===== src/rtl/control_sequencer.sv =====
// Hardwired Moore control-step generator for the datapath: fetch T0-T2, then
// execute steps for binary ALU, unary and MUL/DIV register instructions.
module control_sequencer (
    input  logic        clk,
    input  logic        reset,
    input  logic        run,
    input  logic [31:0] IR,
    output logic [15:0] R_out,
    output logic [15:0] R_in,
    output logic        PCout,
    output logic        MDRout,
    output logic        Zhighout,
    output logic        Zlowout,
    output logic        PCin,
    output logic        IRin,
    output logic        MARin,
    output logic        MDRin,
    output logic        Yin,
    output logic        Zin,
    output logic        HIin,
    output logic        LOin,
    output logic        Read,
    output logic        IncPC,
    output logic [12:0] alu_op,
    output logic        instr_done,
    output logic        illegal
);

    typedef enum logic [3:0] {
        S_IDLE, S_T0, S_T1, S_T2, S_T3, S_T4, S_T5, S_T6, S_TRAP
    } state_t;

    typedef enum logic [1:0] {C_BIN, C_UNA, C_MD, C_ILL} cls_t;

    state_t     state_q, state_d;
    logic       illegal_q, illegal_d;
    cls_t       cls;
    state_t     last_next;
    logic [4:0] op;
    logic [3:0] ra, rb, rc;
    logic       unused_ir;

    assign op        = IR[31:27];
    assign ra        = IR[26:23];
    assign rb        = IR[22:19];
    assign rc        = IR[18:15];
    assign unused_ir = ^IR[14:0];

    function automatic cls_t classify(input logic [4:0] o);
        if (o <= 5'd8)
            return C_BIN;
        else if (o == 5'd9 || o == 5'd10)
            return C_MD;
        else if (o == 5'd11 || o == 5'd12)
            return C_UNA;
        else
            return C_ILL;
    endfunction

    // Opcode numbering differs from the ALU's one-hot bit order.
    function automatic logic [12:0] alu_dec(input logic [4:0] o);
        case (o)
            5'd0:    return 13'h0004;
            5'd1:    return 13'h0008;
            5'd2:    return 13'h0001;
            5'd3:    return 13'h0002;
            5'd4:    return 13'h0040;
            5'd5:    return 13'h0080;
            5'd6:    return 13'h0100;
            5'd7:    return 13'h0200;
            5'd8:    return 13'h0400;
            5'd9:    return 13'h0010;
            5'd10:   return 13'h0020;
            5'd11:   return 13'h0800;
            5'd12:   return 13'h1000;
            default: return 13'h0000;
        endcase
    endfunction

    function automatic logic [15:0] reg_sel(input logic [3:0] r);
        return 16'h0001 << r;
    endfunction

    assign cls       = classify(op);
    assign last_next = run ? S_T0 : S_IDLE;

    always_comb begin
        state_d   = state_q;
        illegal_d = illegal_q;
        case (state_q)
            S_IDLE: if (run) state_d = S_T0;
            S_T0:   state_d = S_T1;
            S_T1:   state_d = S_T2;
            S_T2:   state_d = S_T3;
            S_T3: begin
                if (cls == C_ILL) begin
                    state_d   = S_TRAP;
                    illegal_d = 1'b1;
                end else begin
                    state_d = S_T4;
                end
            end
            S_T4:   state_d = (cls == C_UNA) ? last_next : S_T5;
            S_T5:   state_d = (cls == C_BIN) ? last_next : S_T6;
            S_T6:   state_d = last_next;
            S_TRAP: state_d = S_TRAP;
            default: state_d = S_IDLE;
        endcase
    end

    always_ff @(posedge clk) begin
        if (reset) begin
            state_q   <= S_IDLE;
            illegal_q <= 1'b0;
        end else begin
            state_q   <= state_d;
            illegal_q <= illegal_d;
        end
    end

    // Strobes depend only on the registered step and IR, never on run.
    always_comb begin
        R_out      = '0;
        R_in       = '0;
        PCout      = 1'b0;
        MDRout     = 1'b0;
        Zhighout   = 1'b0;
        Zlowout    = 1'b0;
        PCin       = 1'b0;
        IRin       = 1'b0;
        MARin      = 1'b0;
        MDRin      = 1'b0;
        Yin        = 1'b0;
        Zin        = 1'b0;
        HIin       = 1'b0;
        LOin       = 1'b0;
        Read       = 1'b0;
        IncPC      = 1'b0;
        alu_op     = '0;
        instr_done = 1'b0;
        case (state_q)
            S_T0: begin
                PCout = 1'b1;
                MARin = 1'b1;
                IncPC = 1'b1;
                PCin  = 1'b1;
            end
            S_T1: begin
                Read  = 1'b1;
                MDRin = 1'b1;
            end
            S_T2: begin
                MDRout = 1'b1;
                IRin   = 1'b1;
            end
            S_T3: begin
                case (cls)
                    C_BIN: begin
                        R_out = reg_sel(rb);
                        Yin   = 1'b1;
                    end
                    C_MD: begin
                        R_out = reg_sel(ra);
                        Yin   = 1'b1;
                    end
                    C_UNA: begin
                        R_out  = reg_sel(rb);
                        alu_op = alu_dec(op);
                        Zin    = 1'b1;
                    end
                    default: ;
                endcase
            end
            S_T4: begin
                case (cls)
                    C_BIN: begin
                        R_out  = reg_sel(rc);
                        alu_op = alu_dec(op);
                        Zin    = 1'b1;
                    end
                    C_MD: begin
                        R_out  = reg_sel(rb);
                        alu_op = alu_dec(op);
                        Zin    = 1'b1;
                    end
                    C_UNA: begin
                        Zlowout    = 1'b1;
                        R_in       = reg_sel(ra);
                        instr_done = 1'b1;
                    end
                    default: ;
                endcase
            end
            S_T5: begin
                if (cls == C_BIN) begin
                    Zlowout    = 1'b1;
                    R_in       = reg_sel(ra);
                    instr_done = 1'b1;
                end else if (cls == C_MD) begin
                    Zlowout = 1'b1;
                    LOin    = 1'b1;
                end
            end
            S_T6: begin
                if (cls == C_MD) begin
                    Zhighout   = 1'b1;
                    HIin       = 1'b1;
                    instr_done = 1'b1;
                end
            end
            default: ;
        endcase
        illegal = illegal_q | ((state_q == S_T3) && (cls == C_ILL));
    end

endmodule


===== config.mk =====
export PLATFORM = sky130hd
export DESIGN_NAME = control_sequencer
export DESIGN_NICKNAME = d
export VERILOG_FILES = /design/src/rtl/control_sequencer.sv
export SDC_FILE = /design/constraint.sdc
export NUM_CORES = 1
export LEC_CHECK = 0
export ABC_AREA = 1
export BUFFER_PORTS_ARGS = -buffer_cell sky130_fd_sc_hd__buf_2
export CAP_MARGIN = 20
export CORE_UTILIZATION = 40
export CTS_BUF_LIST = sky130_fd_sc_hd__clkbuf_4
export DETAILED_ROUTE_END_ITERATION = 6
export HOLD_SLACK_MARGIN = 0.12
export PLACE_DENSITY = 0.75
export REMOVE_ABC_BUFFERS = 1
export SKIP_LAST_GASP = 1
export SYNTH_ARGS = -nofsm -noshare
export SYNTH_HDL_FRONTEND = slang
export SYNTH_SLANG_ARGS = --single-unit

===== constraint.sdc =====
create_clock -name clk -period 2.4 [get_ports clk]
set_clock_uncertainty 0.1 [all_clocks]
set_input_delay 0.24 -clock clk [delete_from_list [all_inputs] [get_ports clk]]
set_output_delay 0.24 -clock clk [all_outputs]
set_load 0.01 [all_outputs]

# == After elaboration in Yosys (flattened, before gate mapping) ==
# Memories as Yosys holds them, arrays and structs flattened.
# Cells that the tools add are included.
# totals
register_bits,5
mem_count,3
in_bits,35
rom_bits,624
# memory_table
memory,words,width,read_ports,rd_ports_with_merged_regs,write_ports,line,source
(name not given),16,13,1,0,0,62,case (o)
(name not given),16,13,1,0,0,62,
(name not given),16,13,1,0,0,62,
# classes
reduce_logical,8
n_mux,36
bitwise,1
n_eq_ne,16
n_lt_le_gt_ge,1
shift,3
# op_table
op,n
$pmux 16 s2,4
$mux 13,4
$pmux 13 s2,2
$shl 1x4->16 const A,3
$pmux 4 s9,1
$mux 16,2
$eq 5x4->1 const B,4
$eq 4x3->1 const B,4
$mux 1,13
$eq 4x2->1 const B,2
$mux 4,2
$mux 2,3
$mux 3,2
$le 5x4->1 const B,1
$eq 2x2->1 const B,2
$eq 4x1->1 const B,1
$eq 4x4->1 const B,1
$logic_not 4->1,1
$pmux 1 s2,2
$reduce_or 2->1,2
$pmux 1 s3,1
$eq 2x1->1 const B,1
$logic_not 2->1,1
$logic_or 1x1->1,2
4 further kinds,4

# == Logic depth before layout (Yosys ltp) ==
# depth
depth_word,9
mapped_depth,10
depth_no_buf,10

# == Worst setup path after synthesis ==
# No wires, ideal clock.
# synth_path
path_type,register to output
startpoint,register state_q[0]
endpoint,output alu_op[2]
slack_ps,792
t_arrival_ps,1268
stages_incl_launch_ff,6
required_ps,2060
cell_sequence,dfxtp_1 inv_1 nor3_2 buf_2 a21oi_1 nor4_1
# synth_via
elab_chain_len,2
elab_cells_between_ends,3
# synth_lines
element,line,source
from (decl),35,"state_t state_q, state_d;"
from (signal assigned),116,state_q <= state_d;
$eq 4x3->1,141,case (state_q)
$pmux 13 s2 *,141,
to (decl),24,"output logic [12:0] alu_op,"
# Every way passes the cells marked *; elsewhere a longest branch is shown, timed or not.

# == Worst setup path after layout ==
# layout_path
startpoint,register state_q[1]
endpoint,output alu_op[0]
# The elaborated chain is that of the path after synthesis.

==> impl_metrics.csv <==
group,metric,value,unit
drt,via_per_inst,5.25,
outcome,outcome,"completed",
setup_path,start_kind,"register",
drt,final_antenna_net_count,0,
grt,antenna_found_initial,0,
timing,drv_slew,0,
drt,drc,0,
clocking,root_buffer,"clkbuf_4",
clocking,path_clk_slew,0.04,ns
synthesis,yosysTopAreaCell,"nand2_1",
drt,vias,2159,
final_layout,seq_area,100,sq um
final_layout,layout-drive-gt1-share,32.5,%
timing,post-route-min-period,2.15,ns
setup_path,end_kind,"output pin",
grt,grt_pass1_vias,1791,
final_layout,n_antenna_cell,0,
grt,grt_use_total,22.4,%
synthesis,ys_seq_area_share,6.52,%
final_layout,multi_input_area,0.00114,sq mm
pwr,leakagePower,1.07,nW
synthesis,synthCells,296,
die,core_area,0.00366,sq mm
placed_design,place_inst,406,
drt,drtIter0Drc,140,
drt,firstDrtPassIters,4,
clocking,cts_tree,"done",
placed_design,dpl_cell_area,0.00190,sq mm
pwr,ir_worst_vdd,0.000330,V
clocking,cts_max_level,1,
timing,timing.fmax,465,MHz
final_layout,nets,399,
pwr,p_per_area,224,mW/mm^2
die,start_util,41.9,%
synthesis,ys_ff_latch,5,
timing,finalHoldViolCount,0,
timing,period_share,89.6,%
clocking,post_cts_resized,0,
placed_design,port_buffers,80,
grt,grt_pass1_wl,7600,um
synthesis,synth.avg_cell_area,5.19,sq um
die,io_pins,96,
placed_design,hpwl,3780,um
timing,rsz0062_at_grt,"no",
drt,route.detailed.wl_per_inst,11.3,um
timing,max_slew_margin,69.5,%
timing,worstMarginPinSlew,0.458,ns
clocking,insertion_delay,0.24,ns
final_layout,fillCellCount,430,
min_path,min_path_type,"in -> reg",
grt,overflow,0,
final_layout,final_area,0.00194,sq mm
clocking,cts_inserted_buffers,3,
die,rows,22,
synthesis,yosys-top-cells-area,"nand2_1 19%, nand4_1 13%, o22ai_1 13%",
setup_path,cp_max_fo,9,
setup_path,critPathKind,"reg -> out",
placed_design,place_congestion,0.862,
drt,wirelength,4640,um
synthesis,synth_top_area_share,18.8,%
synthesis,synth_area,0.00154,sq mm
final_layout,post-route-util,52.9,%
clocking,clock-sinks,5,
synthesis,ys.warnings.count,0,
setup_path,cp.arrival,1.81,ns
clocking,clockBufferDepth,2,
synthesis,yosysUniqueCellTypes,24,
timing,setup_viol,0,
final_layout,final_cells,411,
die,dieArea,0.00409,sq mm
job,drv_cap,0,
die,die_h,64.0,um
final_layout,syn2layout_area_growth,26.1,%
grt,grt_max_degree,27,
setup_path,worstPathRequired,2.06,ns
timing,tns,0,ns
die,die_w,64.0,um
-- cell usage in the layout (no fill, tap or decap), types with 3 or more instances in the layout --
cell and instances:
buf_2 80, nand2_1 77, inv_1 40, nand4_1 32, o22ai_1 32, nor2_1 31, nand3_1 15, nor2_2 13
nand2_2 5, a21oi_1 5, dfxtp_1 5, buf_4 5, clkbuf_4 4, nand3_2 3, inv_2 3
-- where the power goes --
group	internal [mW]	switching [mW]	total, mW
Clock	0.0741	0.0343	0.108
Sequential	0.0914	0.00917	0.101
Combinational	0.0733	0.151	0.225
Total	0.239	0.195	0.434
-- registers in the layout, summed over array words and instances (netlist names) --
register / flops
state_q: 4
illegal_q: 1
-- worst paths after layout --
kind,startpoint,end,slack [ns],cells after the start
worst max-delay path,state_q[1],alu_op[0],0.25,8
worst min-delay path,run,state_q[0],0.22,5
worst max register to register,state_q[0],state_q[2],0.91,9
worst min register to register,illegal_q,illegal_q,0.35,2
-- cells by family (layout without fill, tap and decap cells) --
logic type / Yosys count / count (layout) / synth area share, %
simple gates: 183 / 183 / 57.0
compound gates: 42 / 42 / 17.0
buf+inv: 66 / 133 / 19.5
flops: 5 / 5 / 6.52
-- per-stage QoR --
| stage | power (mW) | hold slack [ns] | setup WS, ns |
|---|---|---|---|
| floorplan | 0.236 | 0.209 | 0.308 |
| global placement | 0.318 | 0.311 | 0.546 |
| detailed placement | 0.324 | 0.313 | 0.492 |
| CTS | 0.437 | 0.211 | 0.227 |
| global route | 0.476 | 0.259 | 0.0563 |
| finish | 0.434 | 0.215 | 0.250 |
-- layer usage --
layer	part of all wire [%]	GRT usage (%)	vias to the layer above
li1	-	-	1134
met1	44	27.5	943
met2	49	41.0	82
met3	7.0	3.04	0
met4	0	4.26	0
met5	0	0	-
-- critical path, stage by stage (launching register included) --
cell	delay (ns)
dfxtp_1	0.36
nor2_1	0.11
inv_1	0.08
nor2_2	0.37
nand2_2	0.15
a21oi_2	0.18
nand2_1	0.09
nor2_1	0.09
buf_2	0.14
-- what timing repair did --
item | in CTS | in global routing
endpoints found under the setup margin | 0 | 0
buffers inserted | 0 | 0
hold buffers | 1 | 0
endpoints found under the hold margin | 1 | 0
-- area by class of cell --
class | instances | share of cell area, %
clock buffers | 4 | 1.55
inverters | 43 | 8.34
multi-input cells | 225 | 58.7
flip-flops and latches | 5 | 5.17
well taps | 48 | 3.10
repair buffers | 86 | 23.1
-- synth_stat cells, drive strengths merged --
cell type	count
nand2	82
nor2	45
inv	43
nand4	32
o22ai	32
nand3	18
buf	15
clkbuf	8
a21oi	6
dfxtp	5
o21ai	4
nor3	3
nor4	2
nand3b	1
Note: power is estimated with default switching activity, not from simulation.
